<file path="src/rtl/uart_tx_fifo.sv">
// First-word-fall-through byte FIFO that feeds a UART transmitter from a CPU write port.
// Define UART_TX_FIFO_OVF_EN to add the sticky overflow flag (ovf_flag) and its clear strobe (ovf_clr).
module uart_tx_fifo #(
  parameter int DEPTH = 16
) (
  input  logic                     clk,
  input  logic                     rst,
  input  logic                     cpu_wr_en,
  input  logic [7:0]               cpu_wr_data,
  output logic                     fifo_full,
  output logic                     fifo_empty,
  output logic [$clog2(DEPTH):0]   fifo_level,
  output logic [7:0]               tx_data,
  output logic                     tx_valid,
`ifdef UART_TX_FIFO_OVF_EN
  output logic                     ovf_flag,
  input  logic                     ovf_clr,
`endif
  input  logic                     tx_ready
);

  localparam int AW = $clog2(DEPTH);
  localparam int LW = AW + 1;

  logic [7:0]    r_mem [DEPTH];
  logic [AW-1:0] r_wr_ptr;
  logic [AW-1:0] r_rd_ptr;
  logic [LW-1:0] r_level;

  logic          w_push;
  logic          w_pop;

  // Status and head byte decode from registered state only.
  always_comb begin
    fifo_full  = (r_level == LW'(DEPTH));
    fifo_empty = (r_level == '0);
    fifo_level = r_level;
    tx_valid   = ~fifo_empty;
    tx_data    = fifo_empty ? 8'h00 : r_mem[r_rd_ptr];
  end

  assign w_push = cpu_wr_en & ~fifo_full;
  assign w_pop  = tx_valid & tx_ready;

  // Storage is not reset; the empty decode above masks stale entries.
  always_ff @(posedge clk) begin
    if (w_push) r_mem[r_wr_ptr] <= cpu_wr_data;
  end

  // Pointers wrap naturally because DEPTH is a power of two.
  always_ff @(posedge clk) begin
    if (rst) begin
      r_wr_ptr <= '0;
      r_rd_ptr <= '0;
      r_level  <= '0;
    end else begin
      if (w_push) r_wr_ptr <= r_wr_ptr + 1'b1;
      if (w_pop)  r_rd_ptr <= r_rd_ptr + 1'b1;
      case ({w_push, w_pop})
        2'b10:   r_level <= r_level + 1'b1;
        2'b01:   r_level <= r_level - 1'b1;
        default: r_level <= r_level;
      endcase
    end
  end

`ifdef UART_TX_FIFO_OVF_EN
  // A dropped write wins over a coincident clear so no overflow goes unreported.
  always_ff @(posedge clk) begin
    if (rst)                         ovf_flag <= 1'b0;
    else if (cpu_wr_en && fifo_full) ovf_flag <= 1'b1;
    else if (ovf_clr)                ovf_flag <= 1'b0;
  end
`endif

endmodule
</file>
<file path="config.mk">
export PLATFORM = sky130hd
export DESIGN_NAME = uart_tx_fifo
export DESIGN_NICKNAME = d
export VERILOG_FILES = /design/src/rtl/uart_tx_fifo.sv
export SDC_FILE = /design/constraint.sdc
export NUM_CORES = 1
export LEC_CHECK = 0
export CORE_ASPECT_RATIO = 1.75
export CORE_MARGIN = 10
export CORE_UTILIZATION = 45
export CTS_CLUSTER_SIZE = 10
export DETAILED_ROUTE_END_ITERATION = 10
export PLACE_DENSITY_LB_ADDON = 0.1
export SYNTH_ARGS = -nofsm -noshare
export SYNTH_HDL_FRONTEND = slang
export SYNTH_SLANG_ARGS = --single-unit
</file>
<file path="constraint.sdc">
create_clock -name clk -period 5.6 [get_ports clk]
set_input_delay 0.84 -clock clk [delete_from_list [all_inputs] [get_ports clk]]
set_output_delay 0.84 -clock clk [all_outputs]
set_load 0.02 [all_outputs]
</file>
==> flow_summary.yaml, run 1 <==
status:
  status: "finished clean"
cts:
  clk_pin_slew_worst_paths_ns: 0.06
  clock_latency_ns: 0.41
  postCtsSetupRepairBufs: 0
  root_buffer: "clkbuf_16"
  cts_resized: 0
  postCtsHoldBufs: 0
  cts_tree: "yes"
  cts_sinks: 145
  cts-htree-levels: 4
  cts_buffer_depth: 2
  cts_buffers: 17
global_routing:
  antenna_found_initial: 0
  grt_overflow: 0
  grt_first_pass_wirelength_mm: 19.06
  track_usage_pct: 14.01
  grt_pass1_vias: 3286
  grt_max_degree: 33
routing:
  route.met2.wl_mm: 6.587
  vias_per_cell: 5.509
  wl_met3_um: 571
  vias: 3008
  ant_nets: 0
  dr.pass1.iters: 6
  drt_iter0_drc: 128
  drc: 0
  wire_per_inst_um: 21.89
  wl_met1_mm: 4.680
  top_layer: "met4"
  routed_wl_mm: 11.95
sta:
  tns_ns: 0
  max_freq_mhz: 250.1
  final.setup_skew_ns: 0.01249
  fin_crit_ns: 3.998
  finalHoldViolCount: 0
  rsz0062_at_grt: "false"
  slew_headroom_pct: 23.17
  maxSlewViolCount: 0
  tightest_slew_ns: 1.148
  post-route-period-util_pct: 71.39
  setup_viol: 0
  setup_ws_ns: 1.602
critical_path:
  critPathMaxStageDelay_ns: 1.01
  crit_top_cell: "a211oi_1"
  crit_slowest_cell: "dfxtp_2"
  reg2regPathDepth: 10
  cp.required_ns: 4.76
  endpoint_kind: "output pin"
  start_kind: "register"
  worstReg2RegStart: "fifo_level[1]$_SDFFE_PP0P_"
  crit_family: "flip-flops"
  r2r_end: "fifo_level[4]$_SDFFE_PP0P_"
  crit_buf_inv: 1
  critPathKind: "reg2out"
  timing.reg2reg.setup_slack_ns: 2.42
  cp_data_arrival_time_ns: 3.16
  cp_max_fo: 32
  worstPathCellList: "mux4_2, nor2b_1, a211oi_1, a211oi_1, clkdlybuf4s50_1"
job:
  max_cap_violations: 0
yosys:
  synth_nets: 352
  yosys_register_bits: 145
  ys_async_sr_fraction_pct: 0
  synth_area_mm2: 0.005947
  syn_inst: 332
  yosysUniqueCellTypes: 42
  yosysSeqAreaShare_pct: 70.36
  synth_flop_cell: "edfxtp_1"
  syn_area_per_cell_um2: 17.91
  synth-warning-count: 0
  synth_edf_count: 128
hold_path:
  whs_path_depth: 2
  min_to: "r_rd_ptr[3]$_SDFFE_PP0P_"
  hp-class: "reg2reg"
  hold_path.startpoint: "r_rd_ptr[3]$_SDFFE_PP0P_"
cells_and_area:
  layout_commonest_cell: "edfxtp_1"
  nets: 382
  final_cell_mix: "128 x edfxtp_1, 32 x nor2_1, 32 x mux4_2, 27 x clkdlybuf4s50_1, 17 x clkbuf_16"
  area.growth.synth_to_final_pct: 17.97
  antenna_cells: 0
  drive_above_1_share_pct: 21.60
floorplan:
  die_x_um: 106.9
  die_height_um: 172.1
  start_util_pct: 45.97
  rows: 55
  dieArea_mm2: 0.01839
  ioPinCount: 28
  core_mm2: 0.01294
power:
  leakage_nw: 2.258
  p_per_area_mw_per_mm2: 467.2
  peakVddDrop_v: 0.0003308
placement:
  routabilityCongestion: 0.7140
  portBuffers: 27
  hpwl_mm: 7.971
  place_ws_ns: 1.969
## worst max-delay path by stage
stage	endpoint	slack (ns)	cells after the start
6_report	tx_data[1]	1.60	5
2_1_floorplan	fifo_level[4]$_SDFFE_PP0P_	2.46	13
3_3_place_gp	tx_data[1]	1.96	5
4_1_cts	tx_data[1]	1.52	5
3_5_place_dp	tx_data[1]	1.97	5
5_1_grt	tx_data[1]	1.36	5
## cell usage after synthesis (2+ instances only)
library cell    n  area share (%)
a211oi_1       16             2.0
a21oi_1         2            0.17
and3_1          2            0.21
buf_2           7            0.59
buf_4           3            0.38
buf_6           2            0.38
clkbuf_1        9            0.57
dfxtp_1        17             5.7
edfxtp_1      128              65
ha_1            8             1.7
inv_1           8            0.50
mux2i_1        11             1.9
mux4_2         32              12
nand2_1         6            0.38
nand2b_1        3            0.32
nor2_1         32             2.0
nor2b_1         8            0.84
nor3_1          6            0.50
o211ai_2        2            0.42
o21a_1          2            0.25
xor2_1          7             1.0
## final cells by class
cell class | count | area (um2)
repair buffers | 33 | 315.3
flip-flops and latches | 145 | 4185
fillers | 1094 | 5922
clock inverters | 14 | 226.5
multi-input cells | 157 | 1615
well taps | 171 | 214.0
clock buffers | 18 | 429.2
inverters | 8 | 30.03
## where the power goes
| group | internal, W | leakage, nW | switching [W] |
|---|---|---|---|
| clock network | 0.000801 | 0.318 | 0.000441 |
| logic | 0.000342 | 0.645 | 0.000397 |
| registers | 0.00123 | 1.30 | 0.0000688 |
| total | 0.00237 | 2.26 | 0.000907 |
## tightest hold or removal path: cells and delay by family (launching register included)
family	cells	cell delay, ns
AND/OR/NAND/NOR	1	0.07
flip-flops	1	0.32
XOR/XNOR	1	0.08
## metal layers
layer | up-vias | global-route usage (%)
met5 | - | 0
met4 | 0 | 4.554
met3 | 4 | 4.025
met2 | 76 | 24.90
met1 | 1559 | 15.67
li1 | 1369 | -
## cells by family (layout without fill, tap and decap cells)
kind of cell	count (synthesis)	count (layout)	synth area share, %
simple gates	65	65	5.492
xor+xnor	8	8	1.178
buf+inv	30	73	2.482
compound gates	32	32	4.650
flops	145	145	70.36
mux	44	44	14.16
fa+ha+maj	8	8	1.683
## per-stage QoR
stage / util, % / hold WS (ns) / cell area, um2 / instances / total power, W
6_report: 54.23 / 0.5084 / 7015 / 546 / 0.003277
5_1_grt: 54.23 / 0.5529 / 7015 / 546 / 0.003428
4_1_cts: 54.23 / 0.5110 / 7015 / 546 / 0.003316
3_5_place_dp: 49.16 / 0.4943 / 6360 / 514 / 0.002075
3_3_place_gp: 49.16 / 0.4848 / 6360 / 514 / 0.002066
2_1_floorplan: - / 0.4725 / 5947 / 332 / 0.001800
## state kept, by name, summed over array words and instances, names as in the netlist, named ones only
register / count
fifo_level: 5
r_mem: 128
r_rd_ptr: 4
r_wr_ptr: 4
Note: power is estimated with default switching activity, not from simulation.
==> run 2, diff against run 1 <==
- clock period: 5.6 -> 3.75 ns (I/O delays scaled with it)
==> flow_summary.yaml, run 2 (same netlist as run 1, synthesis figures left out) <==
job:
  max_cap_violations: 0
sta:
  post-route-period-util_pct: 91.52
  tightest_slew_ns: 0.9142
  rsz0062_at_grt: "false"
  finalHoldViolCount: 0
  final.setup_skew_ns: 0.008443
  slew_headroom_pct: 38.83
  max_freq_mhz: 291.4
  maxSlewViolCount: 0
  tns_ns: 0
  fin_crit_ns: 3.432
  hold_slack_ns: 0.5117
  setup_viol: 0
cts:
  cts_buffers: 17
  postCtsHoldBufs: 0
  cts_tree: "yes"
  clk_pin_slew_worst_paths_ns: 0.06
  cts-htree-levels: 4
  cts_buffer_depth: 2
  postCtsSetupRepairBufs: 0
  cts_resized: 0
  root_buffer: "clkbuf_16"
  clock_latency_ns: 0.41
  cts_sinks: 145
critical_path:
  cp.required_ns: 3.19
  critPathKind: "reg2out"
  cp_max_fo: 17
  start_kind: "register"
  endpoint_kind: "output pin"
  cp_data_arrival_time_ns: 2.87
floorplan:
  die_height_um: 172.1
  ioPinCount: 28
  core_mm2: 0.01294
  start_util_pct: 45.97
  die_x_um: 106.9
  dieArea_mm2: 0.01839
  rows: 55
routing:
  ant_nets: 0
  vias: 3041
  dr.pass1.iters: 4
  routed_wl_mm: 11.92
  wire_per_inst_um: 21.17
  drt_iter0_drc: 141
  vias_per_cell: 5.401
  drc: 0
power:
  leakage_nw: 2.283
  p_per_area_mw_per_mm2: 653.4
  peakVddDrop_v: 0.0004739
cells_and_area:
  nets: 399
  final_cell_mix: "128 x edfxtp_1, 32 x nor2_1, 32 x mux4_2, 27 x clkdlybuf4s50_1, 23 x buf_4"
  antenna_cells: 0
  layout_commonest_cell: "edfxtp_1"
  largest_reg_flops: 128
  top_register: "r_mem"
  area.growth.synth_to_final_pct: 18.33
  num-fill-cells: 1080
  drive_above_1_share_pct: 25.00
global_routing:
  track_usage_pct: 13.92
  antenna_found_initial: 0
  grt_pass1_vias: 3228
  grt_max_degree: 33
  grt_overflow: 0
  grt_first_pass_wirelength_mm: 18.96
status:
  status: "finished clean"
hold_path:
  hp-class: "reg2reg"
placement:
  routabilityCongestion: 0.7736
  portBuffers: 27
  hpwl_mm: 8.154
run 2: changes by cell type in the layout (fill, tap and decap cells not counted), sizes merged:
cell      before  now
clkbuf        18   17
bufinv         5    0
buf            6   23
clkinv         3    2
inv           13   15
clkinvlp       1    6
run 2: critical path, stage by stage (launching register included):
cell and delay [ns]:
dfxtp_2 0.68, buf_4 0.26, mux4_2 0.49, a211oi_1 0.31
a211oi_1 0.10, clkdlybuf4s50_1 0.61
run 2: stage by stage:
stage                     util, %  std cells  instance area (um2)  worst slack [ns]  power [W]
after global placement      50.15        531                 6487            0.6683   0.003113
after detailed placement    50.15        531                 6487            0.6321   0.003120
after global routing        54.39        563                 7037            0.1029   0.004825
after CTS                   54.39        563                 7037            0.2257   0.004661
final                       54.39        563                 7037            0.3179   0.004598
after floorplan                 -        332                 5947            0.6129   0.002689
run 2: worst paths after layout:
check | cells past startpoint | slack [ns] | from | to
worst max register to register | 10 | 0.68 | fifo_level[1]$_SDFFE_PP0P_ | fifo_level[4]$_SDFFE_PP0P_
worst max-delay path | 5 | 0.32 | register | tx_data[7]
worst min register to register | 2 | 0.51 | r_rd_ptr[3]$_SDFFE_PP0P_ | r_rd_ptr[3]$_SDFFE_PP0P_
worst min-delay path | 2 | 0.51 | r_rd_ptr[3]$_SDFFE_PP0P_ | r_rd_ptr[3]$_SDFFE_PP0P_
run 2: cell type report:
| type | count | area, um2 | area share [%] |
|---|---|---|---|
| Timing Repair Buffer | 50 | 442.9 | 6.294 |
| Multi-Input combinational cell | 157 | 1615 | 22.96 |
| Clock inverter | 15 | 123.9 | 1.760 |
| Clock buffer | 17 | 425.4 | 6.046 |
| Inverter | 8 | 30.03 | 0.4267 |
| Sequential cell | 145 | 4185 | 59.48 |
| Tap cell | 171 | 214.0 | 3.041 |
run 2: layer usage:
metal / vias up / track usage, % / share of wire (%)
li1: 1406 / - / -
met1: 1541 / 16.03 / 39
met2: 79 / 24.09 / 54
met3: 15 / 3.914 / 5.0
met4: 0 / 4.967 / 1.7
met5: - / 0 / 0
run 2: power breakdown:
part / internal (W) / switching (W)
clock: 0.000862 / 0.000680
combinational: 0.000527 / 0.000611
sequential: 0.00183 / 0.0000847
==> RTL change: new RTL, flow settings as in run 1 <==
Change the parameter `DEPTH` from 16 to 32.
--- a/src/rtl/uart_tx_fifo.sv
+++ b/src/rtl/uart_tx_fifo.sv
@@ -3,3 +3,3 @@
 module uart_tx_fifo #(
-  parameter int DEPTH = 16
+  parameter int DEPTH = 32
 ) (
Interface: changed (resized fifo_level); port bits go from 28 to 29. No check against the original RTL was run, so the function may have changed too.
==> RTL change against run 1 <==
  * Cell area rose by 79%
  * Area after synthesis rose by 88%
  * Total power rose by 59%
  * Synthesized cell count rose by 71%
  * Highest routed layer unchanged
  * Critical path depth did not move
  * Critical endpoint unchanged
  * Worst setup slack got worse by 0.38 ns
  * First-iteration DRC count rose to 2.7 times the old value
  * Worst hold slack improved by 0.037 ns
  * Sequential cell count rose by 132
  * Clock skew fell by 0.0036 ns
  * Wire length rose by 100%
==> RTL change: results <==
[power]
power_sequential_mw = 2.44
leakagePower_nw = 3.87
pwr_density_cell_nw_per_um2 = 417

[grt]
first_global_vias = 5715
groute.usage.overall = 0.150
grt_first_pass_wirelength_mm = 36.3
grt_max_degree = 51

[clocking]
htree_levels = 1
clock_latency_on_the_worst_skew_pair_ns = 0.55
tritoncts.num_buffers = 31
cts_max_path_bufs = 3

[min_path]
holdCritStartpoint = "r_rd_ptr[1]$_SDFFE_PP0N_"

[worst_setup_path]
worst_r2r_path_depth = 11
worst_ep_arrival_time_ns = 3.53
timing.rr.start = "fifo_level[2]$_SDFFE_PP0P_"
timing.critical_path.fanout_max = 50
crit_path_max_incr_delay_ns = 0.99
critPathSlowestCell = "sky130_fd_sc_hd__dfxtp_4"
ff2ff_setup_slack_ns = 2.47

[sta]
timing_worst_slew_pin_value_ns = 1.32

[finish]
nets = 620

[synth]
synth.top_cells.by_area = "sky130_fd_sc_hd__edfxtp_1 (69%), sky130_fd_sc_hd__mux4_2 (10%), sky130_fd_sc_hd__dfxtp_1 (3.8%)"
synthDistinctLibCells = 48
synth_enable_flop_cells = 256
syn_nets = 587
synth_sequential_area_ratio = 0.726

[placement]
detailed_place_hpwl_mm = 15.0
routabilityCongestion = 0.764

[routing]
dr.first_iter.drc_count = 351
wl_mm = 23.9
detail_route.vias_per_cell = 5.67

[status]
result_of_the_run = "finished clean"
==> RTL change: changes by cell type after synthesis, sizes merged, moves of 6 or more <==
| cell | change |
|---|---|
| edfxtp | +128 |
| nor2b | -7 |
| mux4 | +32 |
| nor2 | +26 |
| a211oi | -16 |
| a221oi | +7 |
| nor3 | -6 |
| a21oi | +12 |
| a221o | +8 |
| mux2i | +15 |
==> RTL change: cell type report <==
| type | count | area (sq um) |
|---|---|---|
| clock buffer | 57 | 883 |
| fill | 2011 | 12000 |
| inverter | 8 | 30.0 |
| multi-input combinational | 248 | 2780 |
| sequential | 277 | 8110 |
| tap | 312 | 390 |
| timing repair buffer | 34 | 325 |
==> RTL change: kinds of logic (layout without fill, tap and decap cells) <==
family | after synthesis | after routing | share of synthesized area
mux | 90 | 90 | 0.157
flops | 277 | 277 | 0.726
compound gates | 41 | 41 | 0.0313
xor+xnor | 13 | 13 | 0.0102
buf+inv | 42 | 99 | 0.0245
fa+ha+maj | 8 | 8 | 0.00896
simple gates | 96 | 96 | 0.0418
==> RTL change: layer usage <==
metal	share of wire	track usage	up-vias
met2	0.56	0.280	92
met1	0.38	0.170	2815
li1	-	-	2372
met4	0.023	0.0468	0
met3	0.032	0.0216	32
met5	0	0	-
==> RTL change: worst max-delay path by stage <==
stage	start	endpoint	slack, ns	cells past startpoint
after CTS	flip-flop	tx_data[1]	1.09	5
final	flip-flop	tx_data[1]	1.23	5
after detailed placement	flip-flop	tx_data[1]	1.68	5
after floorplan	fifo_level[1]$_SDFFE_PP0P_	fifo_level[4]$_SDFFE_PP0P_	2.50	14
after global placement	flip-flop	tx_data[0]	1.66	5
after global routing	flip-flop	tx_data[0]	0.97	5
==> RTL change: worst register-to-register path, cell delays in order (launching register included) <==
cell	delay [ns]
sky130_fd_sc_hd__dfxtp_1	0.60
sky130_fd_sc_hd__nor4_4	0.09
sky130_fd_sc_hd__a31oi_2	0.53
sky130_fd_sc_hd__inv_1	0.13
sky130_fd_sc_hd__ha_1	0.35
sky130_fd_sc_hd__xor2_1	0.19
sky130_fd_sc_hd__ha_1	0.20
sky130_fd_sc_hd__a21oi_1	0.26
sky130_fd_sc_hd__o22ai_1	0.14
sky130_fd_sc_hd__a222oi_1	0.28
sky130_fd_sc_hd__or3_1	0.16
sky130_fd_sc_hd__a21oi_1	0.06
==> RTL change: metrics by stage <==
step | worst slack [ns] | cells | area [sq um] | util | hold WS [ns]
after floorplan | 2.50 | 567 | 11200 | - | 0.485
after global placement | 1.66 | 879 | 11600 | 0.475 | 0.526
after detailed placement | 1.68 | 879 | 11600 | 0.475 | 0.539
after CTS | 1.09 | 936 | 12500 | 0.511 | 0.555
after global routing | 0.967 | 936 | 12500 | 0.511 | 0.590
final | 1.23 | 936 | 12500 | 0.511 | 0.545
